**src/rtl/usb_tx_arb.sv**
```systemverilog
// usb_tx_arb: round-robin sharing of one UTMI transmit port between NREQ packet sources.
//  clk, rst (async, active-high), tx_en: allow new grants
//  req_valid/req_data/req_last: per-lane byte stream in; req_ready: per-lane byte consumed
//  DataOut_o/TxValid_o/TxReady_i: UTMI transmit handshake
//  gnt_o: one-hot owner; pkt_done_o: last byte taken; underrun_o: owner starved the PHY
module usb_tx_arb #(
  parameter int NREQ    = 2,
  parameter int GAP_CYC = 16
) (
  input  logic              clk,
  input  logic              rst,
  input  logic              tx_en,
  input  logic [NREQ-1:0]   req_valid,
  input  logic [8*NREQ-1:0] req_data,
  input  logic [NREQ-1:0]   req_last,
  output logic [NREQ-1:0]   req_ready,
  output logic [7:0]        DataOut_o,
  output logic              TxValid_o,
  input  logic              TxReady_i,
  output logic [NREQ-1:0]   gnt_o,
  output logic              pkt_done_o,
  output logic              underrun_o
);
  localparam int PW = NREQ > 1 ? $clog2(NREQ) : 1;
  localparam logic [7:0] GAP_LD = 8'(GAP_CYC == 0 ? 0 : GAP_CYC - 1);
  typedef enum logic [1:0] {IDLE, XFER, GAP} state_t;
  state_t state;
  logic [PW-1:0] ptr, own, pick, idx;
  logic found, last_r, take_new, take_next;
  logic [7:0] cnt;
  logic [7:0] lane_data [NREQ];
  for (genvar i = 0; i < NREQ; i++) begin : g_lane
    assign lane_data[i] = req_data[8*i +: 8];
  end
  // descending scan so the lane nearest ptr+1 wins
  always_comb begin
    pick = '0;
    idx = '0;
    found = 1'b0;
    for (int k = NREQ; k >= 1; k--) begin
      idx = PW'((int'(ptr) + k) % NREQ);
      if (req_valid[idx]) begin
        pick = idx;
        found = 1'b1;
      end
    end
  end
  // the final gap cycle doubles as an arbitration slot so TxValid_o stays low exactly GAP_CYC cycles
  assign take_new  = (state == IDLE || (state == GAP && cnt == 8'd0)) && tx_en && found;
  assign take_next = state == XFER && TxReady_i && !last_r && req_valid[own];
  assign req_ready = take_new ? NREQ'(1) << pick : take_next ? NREQ'(1) << own : '0;
  always_ff @(posedge clk or posedge rst) begin
    if (rst) begin
      state <= IDLE;
      ptr <= PW'(NREQ - 1);
      own <= '0;
      last_r <= 1'b0;
      cnt <= '0;
      DataOut_o <= '0;
      TxValid_o <= 1'b0;
      gnt_o <= '0;
      pkt_done_o <= 1'b0;
      underrun_o <= 1'b0;
    end else begin
      pkt_done_o <= 1'b0;
      underrun_o <= 1'b0;
      if (take_new) begin
        state <= XFER;
        ptr <= pick;
        own <= pick;
        gnt_o <= NREQ'(1) << pick;
        DataOut_o <= lane_data[pick];
        last_r <= req_last[pick];
        TxValid_o <= 1'b1;
      end else if (state == XFER && TxReady_i) begin
        if (take_next) begin
          DataOut_o <= lane_data[own];
          last_r <= req_last[own];
        end else begin
          state <= GAP;
          cnt <= GAP_LD;
          TxValid_o <= 1'b0;
          gnt_o <= '0;
          pkt_done_o <= last_r;
          underrun_o <= !last_r;
        end
      end else if (state == GAP) begin
        state <= cnt == 8'd0 ? IDLE : GAP;
        cnt <= cnt - 8'd1;
      end
    end
  end
endmodule

```
**config.mk**
```make
export PLATFORM = sky130hd
export DESIGN_NAME = usb_tx_arb
export DESIGN_NICKNAME = d
export VERILOG_FILES = /design/src/rtl/usb_tx_arb.sv
export SDC_FILE = /design/constraint.sdc
export NUM_CORES = 1
export LEC_CHECK = 0
export BUFFER_PORTS_ARGS = -buffer_cell sky130_fd_sc_hd__buf_2
export CAP_MARGIN = 10
export CELL_PAD_IN_SITES_DETAIL_PLACEMENT = 0
export CELL_PAD_IN_SITES_GLOBAL_PLACEMENT = 2
export CORE_MARGIN = 8
export CORE_UTILIZATION = 30
export DETAILED_ROUTE_END_ITERATION = 6
export PLACE_DENSITY_LB_ADDON = 0.1
export SYNTH_ARGS = -nofsm -noshare
export SYNTH_HDL_FRONTEND = slang
export SYNTH_SLANG_ARGS = --single-unit
```
**constraint.sdc**
```tcl
create_clock -name clk -period 3.4 [get_ports clk]
set_clock_uncertainty 0.05 [all_clocks]
set_input_delay 0.68 -clock clk [delete_from_list [all_inputs] [get_ports clk]]
set_output_delay 0.68 -clock clk [all_outputs]
set_load 0.05 [all_outputs]
```
; After elaboration in Yosys (flattened, before gate mapping)
; Cells that the tools add are included.
[word_totals]
regBits = 26
latchBits = 0
romBits = 0
wordCells = 95
ramBits = 0
input_bits = 24
memories = 0
out_inout_bits = 15
[classes]
shifts = 2
order_cmp = 6
n_mux = 48
reduce_logical = 18
div = 0
mul = 0
bitwise_logic = 3
addsub = 3
n_eq_ne = 5
[op_table]
columns = operator, n
row1 = $mux W8, 12
row2 = $mux W1, 26
row3 = $mux W2, 10
row4 = $logic_not A8 Y1, 1
row5 = $lt A1 B2 Y1 const B, 4
row6 = $sub A8 B1 Y8 const B, 1
row7 = $logic_and A1 B1 Y1, 6
row8 = $reduce_and A2 Y1, 3
row9 = $reduce_bool A2 Y1, 3
row10 = $ge A2 B2 Y1 const B, 2
row11 = $ne A2 B2 Y1 const B, 2
row12 = $not A1 Y2, 2
row13 = $shl A1 B1 Y2 const A, 2
row14 = $ne A3 B3 Y1 const B, 1
row15 = $reduce_and A3 Y1, 1
row16 = $reduce_bool A3 Y1, 1
row17 = $add A1 B1 Y1 const B, 2
row18 = $eq A2 B1 Y1 const B, 1
row19 = $eq A2 B2 Y1 const B, 1
row20 = $logic_not A2 Y1, 1
row21 = $logic_not A1 Y1, 1
row22 = $logic_or A1 B1 Y1, 1
row23 = $not A1 Y1, 1

; Depth between registers and ports, before layout
; Gate-level depths: netlist of run 1.
[depth]
ltp_word = 10
ltp_mapped = 8
depth_no_buf = 6

; Least setup slack after synthesis of run 1
; Ideal clock, no wire load.
[synth_path]
path_kind = reg2out
startpoint = register cnt[0]
endpoint = output port req_ready[0]
arrival_ns = 2.308
stages_incl_launch_ff = 8
path_slack_ns = 0.362
path_cell_list = dfrtp_1 -> inv_1 -> ha_1 -> or4b_4 -> o21a_1 -> buf_6 -> buf_6 -> o22ai_1
[synth_between]
elab_chain_len = 6
[synth_rtl]
columns = element, line
row1 = start: declaration, 30  ; logic [7:0] cnt;
row2 = start signal: assignment, 89  ; cnt <= cnt - 8'd1;
row3 = $logic_not A8 Y1, 49  ; assign take_new = (state == IDLE || (state == GAP && cnt == 8'd0)) && tx_en && found;
row4 = $logic_and A1 B1 Y1, 49
row5 = $logic_or A1 B1 Y1, 49
row6 = $logic_and A1 B1 Y1 (2 in series), 49
row7 = $mux W2, 51  ; assign req_ready = take_new ? NREQ'(1) << pick : take_next ? NREQ'(1) << own : '0;
row8 = end: declaration, 16  ; output logic [NREQ-1:0] req_ready,
; Every way passes these cells.

; Final worst setup path of run 1
[layout_path]
startpoint = register cnt[0]
endpoint = output port req_ready[1]
; The elaborated chain is that of the path after synthesis.

==> out/metrics.yaml, run 1 <==
clk_pin_slew_ns: 0.10
gr-total-overflow: 0
fp-row-count: 25
vias: 1286
die_w_um: 85.7
cts_made_buffers: 3
final_cell_mix: "38 x buf_2, 25 x dfrtp_1, 13 x inv_1, 11 x mux2i_1, 11 x nand2_1"
avgViaCountPerCell: 5.43
worst_pin_slew_ns: 1.04
grtUsageMet2_pct: 19.2
num-nets-final: 209
syn2layout_area_growth_pct: 21.3
fp.dieH_um: 85.7
dieArea_um2: 7350
worstPathRequired_ns: 2.67
ys_seq_area_share_pct: 44.7
antennaDiodeCount: 0
reg2reg_from: "cnt[0]"
ys.flop_type: "dfrtp_1"
synthAdderAreaFrac_pct: 0.858
cts.hold.buffers_added: 0
ys_async_sr_fraction_pct: 100
status: "finished, final reports clean"
dr.pass1.iters: 4
finalSetupViolCount: 0
rr_worst_depth: 7
rsz0062_at_grt: "false"
post-place-ws_ns: 0.578
htree_levels: 1
whs_path_depth: 2
ir_drop_mv: 0.289
crit_family: "compound AO/OA/AOI/OAI gates"
final_common_cell: "buf_2"
finalWirelength_um: 4010
yosysTopAreaCellShare_pct: 42.9
hold_end: "TxValid_o"
grt_use_met3_pct: 2.96
grt_start_max_net_pins: 27
synth_top_family_by_area: "compound AO/OA/AOI/OAI gates"
cp-end-kind: "output pin"
synthXorXnorAreaFrac_pct: 0
syn_inst: 144
hp-class: "reg2reg"
synth_compound_area_share_pct: 25.1
yosys.cell_types.count: 43
grt_usage_pct: 11.2
setup.worst_path.class: "reg2out"
synthMuxAreaShare_pct: 7.55
drv_slew: 0
setup_ws_ns: 0.289
synth_warnings: 0
drc: 0
relSlewSlack_pct: 30.4
cap_viol_max_count: 0
ys_seq_elements: 26
grt_busiest_layer: "met2"
synth_simple_gate_area_share_pct: 16.1
cp_slowest_cell: "or4b_4"
p_leak_nw: 0.830
startpoint_type: "flip-flop"
cpPeakStageDelay_ns: 0.49
start_util_pct: 31.1
use_met1_pct: 13.3
wl_per_cell_um: 16.9
grt_pass1_wl_um: 6580
fp.coreArea_um2: 4690
fin_tns_setup_ns: 0
gp_congestion: 0.752
drive_gt1_share_pct: 29.0
cts_buffer_depth: 2
finalCritPeriodShare_pct: 91.5
cp-startpoint: "cnt[0]"
cts_setup_buffers: 0
clk_latency_ns: 0.27
synth-edff-count: 0
avgSynthCellArea_um2: 10.1
critical_path_arrival_ns: 2.38
timing_hold_violations_final: 0
max_freq_mhz: 321
synth_area_um2: 1460
power.density_nw_per_um2: 869
timing.rr.end: "gnt_o[0]"
period_minus_slack_ns: 3.11
cts_root_buf: "clkbuf_8"
io_pins: 39
cts_resized: 0
dp_hpwl_um: 3070
ant_nets: 0
cts.sinks: 26
port_buffers: 38
drtIter0Drc: 62
grt_pass1_vias: 1329
cts_tree: "yes"
antenna_found_initial: 0
regToRegSetupSlack_ns: 0.85
ys_top_cells_by_area: "dfrtp_1 43%, mux2i_1 7.5%, a221o_1 6.2%, o32ai_1 4.8%, inv_1 3.3%"
crit_chain: "inv_1 > ha_1 > or4b_4 > o21a_1 > o21ai_0 > o22ai_1 > buf_2"
hp-start: "TxValid_o"
crit_buf_inv: 2
syn_nets: 169
critPathMaxFanout: 11
synth_top_area_cell: "dfrtp_1"
[cells in the mapped netlist, types with 2 or more instances]
library cell  instances
o31ai_1               4
nor2b_1               2
nor3_1                3
a31o_2                2
nor3b_1               2
nand3b_1              3
o22ai_1               3
clkbuf_1              3
o32ai_1               8
inv_1                13
mux2i_1              11
o21ai_0               6
o21a_1                2
nand2b_1              2
nand2_1              11
buf_6                 2
dfrtp_1              25
a221o_1               9
nor2_1                9
[worst reg2reg max path, cell delays in order, from the launching register on]
cell	delay [ns]
dfrtp_1	0.41
inv_1	0.06
ha_1	0.17
or4b_4	0.49
o21a_1	0.36
buf_4	0.25
or2_0	0.36
a31o_2	0.30
[power breakdown]
group | switching (W) | total (W) | internal [W] | leakage (nW)
clock | 0.000100 | 0.000258 | 0.000158 | 0.0357
sequential | 0.000111 | 0.000550 | 0.000440 | 0.319
combinational | 0.000479 | 0.000730 | 0.000251 | 0.475
[worst max path at each step]
stage                   endpoint  slack, ns  cells past startpoint
global placement    req_ready[1]       0.63                      7
CTS                 req_ready[1]       0.27                      7
floorplan           req_ready[0]       0.36                      7
global route        req_ready[1]       0.09                      7
detailed placement  req_ready[1]       0.58                      7
finish              req_ready[1]       0.29                      7
[flip-flops by register name (all words and copies together) (netlist names)]
register / flops
DataOut_o: 8
cnt: 8
gnt_o: 2
state: 2
TxValid_o: 1
last_r: 1
own: 1
pkt_done_o: 1
ptr: 1
underrun_o: 1
[kinds of logic after synthesis]
kind of cell,after synthesis
buffers and inverters,18
multiplexers,11
adder cells (fa/ha/maj),1
flip-flops,26
AO/OA/AOI/OAI,45
AND/OR/NAND/NOR,43
[through the flow]
stage,cell area (µm²),utilization [%],hold slack (ns),std cells,total power [W]
2_1_floorplan,1460,-,0.418,144,0.00111
3_3_place_gp,1700,36.2,0.405,233,0.00129
3_5_place_dp,1700,36.2,0.410,233,0.00130
4_1_cts,1770,37.7,0.435,237,0.00156
5_1_grt,1770,37.7,0.483,237,0.00165
6_report,1770,37.7,0.430,237,0.00154
[per-layer routing]
metal / share of wire, % / vias up
li1: - / 626
met1: 45 / 636
met2: 49 / 22
met3: 6.1 / 2
met4: 0.52 / 0
met5: 0 / -
[final cells by class]
class,count,area (µm²)
clock buffers,3,41.3
clock inverters,1,30.0
fillers,492,2920
inverters,13,48.8
multi-input cells,100,724
flip-flops and latches,26,652
well taps,54,67.6
repair buffers,40,205
Note: power is estimated with default switching activity, not from simulation.
==> run 2, diff against run 1 <==
- BUFFER_PORTS_ARGS: -buffer_cell sky130_fd_sc_hd__buf_2 -> -buffer_cell sky130_fd_sc_hd__buf_4
==> run 2 against run 1 <==
Compared with the run above: sequential share of layout area fell by 1.9 points; first-iteration DRC count increased by 29%; sequential power is essentially flat; clock power is 28% lower; via count down 0.31%; register-to-register slack about the same; total power down 1.1%.
==> out/metrics.yaml, run 2 (synthesized netlist as in run 1, its figures left out) <==
cts.sinks: 26  # unchanged
cts_root_buf: "clkbuf_8"  # unchanged
critPathMaxFanout: 8  # was 11
antenna_found_initial: 0  # unchanged
switching_share_pct: 46.1  # was 44.9%
rr_worst_depth: 7  # unchanged
finalSetupViolCount: 0  # unchanged
vias: 1282  # was 1286
fp-row-count: 25  # unchanged
timing_hold_violations_final: 0  # unchanged
cts_made_buffers: 3  # unchanged
top_layer: "met4"  # unchanged
p_leak_nw: 0.852  # was 0.830 nW
worstPathRequired_ns: 2.67  # about the same
dieArea_um2: 7350  # unchanged
fin_tns_setup_ns: 0  # unchanged
cts_tree: "yes"  # unchanged
cts_setup_buffers: 0  # unchanged
power.density_nw_per_um2: 816  # was 869 nW/µm²
status: "finished, final reports clean"  # unchanged
fp.dieH_um: 85.7  # unchanged
critical_path_arrival_ns: 2.33  # was 2.38 ns
num-nets-final: 210  # was 209
dp_hpwl_um: 3180  # was 3070 µm
grt_usage_pct: 11.9  # was 11.2%
finalWirelength_um: 4260  # was 4010 µm
wl_per_cell_um: 17.9  # was 16.9 µm
startpoint_type: "flip-flop"  # unchanged
cp-end-kind: "output pin"  # unchanged
post-place-ws_ns: 0.674  # was 0.578 ns
p_clk_share_pct: 12.1  # was 16.8%
grt_pass1_wl_um: 6930  # was 6580 µm
dr.pass1.iters: 4  # unchanged
clk_pin_slew_ns: 0.09  # was 0.10 ns
io_pins: 39  # unchanged
cts_resized: 0  # unchanged
drive_gt1_share_pct: 28.8  # was 29.0%
gp_congestion: 0.774  # was 0.752
avgViaCountPerCell: 5.39  # was 5.43
instances_no_fill: 238  # was 237
stdcell_area_um2: 1870  # was 1770 µm²
htree_levels: 1  # unchanged
grt_pass1_vias: 1350  # was 1329
port_buffers: 38  # unchanged
route.met3.wl_um: 169  # was 246 µm
p_int_w: 0.000820  # was 0.000848 W
setup_ws_ns: 0.343  # was 0.289 ns
antennaDiodeCount: 0  # unchanged
drv_slew: 0  # unchanged
die_w_um: 85.7  # unchanged
seqPwrFrac_pct: 36.3  # was 35.8%
ir_drop_mv: 0.324  # was 0.289 mV
max_freq_mhz: 327  # was 321 MHz
reg_top3: "DataOut_o: 8 flops, cnt: 8 flops"  # unchanged
combPwrFrac_pct: 51.6  # was 47.4%
syn2layout_area_growth_pct: 27.9  # was 21.3%
worst_pin_slew_ns: 0.745  # was 1.04 ns
final_cell_mix: "40 x buf_4, 25 x dfrtp_1, 13 x inv_1, 11 x mux2i_1, 11 x nand2_1"  # was 38 x buf_2, 25 x dfrtp_1, 13 x inv_1, 11 x mux2i_1, 11 x nand2_1
routed-wl-met2_um: 2080  # was 1960 µm
fp.coreArea_um2: 4690  # unchanged
setup.worst_path.class: "reg2out"  # unchanged
period_minus_slack_ns: 3.06  # was 3.11 ns
drc: 0  # unchanged
post_dp_cell_area_um2: 1790  # was 1700 µm²
grt_start_max_net_pins: 27  # unchanged
ant_nets: 0  # unchanged
hp-class: "in2async"  # was reg2reg
final_common_cell: "buf_4"  # was buf_2
finalCritPeriodShare_pct: 89.9  # was 91.5%
met1_length_um: 1980  # was 1790 µm
start_util_pct: 31.1  # unchanged
gr-total-overflow: 0  # unchanged
drtIter0Drc: 80  # was 62
cap_viol_max_count: 0  # unchanged
clk_latency_ns: 0.27  # about the same
dp.cells: 233  # unchanged
cts.hold.buffers_added: 0  # unchanged
relSlewSlack_pct: 49.8  # was 30.4%
fillers: 479  # was 492
cts_buffer_depth: 2  # unchanged
rsz0062_at_grt: "false"  # unchanged
power_switching_w: 0.000702  # was 0.000690 W
==> run 2: power by group through the flow <==
stage,Clock [W],Sequential (W),Combinational [W]
finish,0.000185,0.000552,0.000785
global route,0.000203,0.000572,0.000851
CTS,0.000196,0.000552,0.000793
detailed placement,0,0.000557,0.000790
global placement,0,0.000558,0.000779
floorplan,0,0.000733,0.000379
==> run 2: worst max-delay path, cell delays in order (launching register included) <==
cell,delay (ns)
dfrtp_1,0.41
inv_1,0.06
ha_1,0.18
or4b_4,0.49
o21a_1,0.32
o21ai_0,0.25
o22ai_1,0.12
buf_4,0.21
==> run 2: layout make-up <==
cell class / instances / area (µm²) / area share, %
tap: 54 / 67.6 / 3.62
multi-input combinational: 100 / 724 / 38.8
timing repair buffer: 41 / 328 / 17.6
sequential: 26 / 652 / 34.9
clock buffer: 4 / 45.0 / 2.41
inverter: 13 / 48.8 / 2.62
==> run 2: final timing paths <==
check | startpoint | slack [ns] | to
worst max-delay path | cnt[0] | 0.34 | req_ready[1]
worst min-delay path | rst | 0.31 | cnt[2]
worst max register to register | cnt[0] | 0.85 | gnt_o[0]
worst min register to register | TxValid_o | 0.44 | TxValid_o
max in group asynchronous | rst | 2.50 | ptr
min in group clk | TxValid_o | 0.44 | TxValid_o
==> run 2: metrics by stage <==
step / hold WS, ns / total power, W / utilization [%]
final: 0.305 / 0.00152 / 39.8
after global routing: 0.309 / 0.00163 / 39.8
after CTS: 0.441 / 0.00154 / 39.2
after detailed placement: 0.418 / 0.00135 / 38.2
after global placement: 0.413 / 0.00134 / 38.2
after floorplan: 0.418 / 0.00111 / -
==> run 2: per-layer routing <==
layer  vias up  GRT usage [%]
li1        631              -
met1       625           14.8
met2        24           19.7
met3         2           2.58
met4         0           4.14
met5         -              0
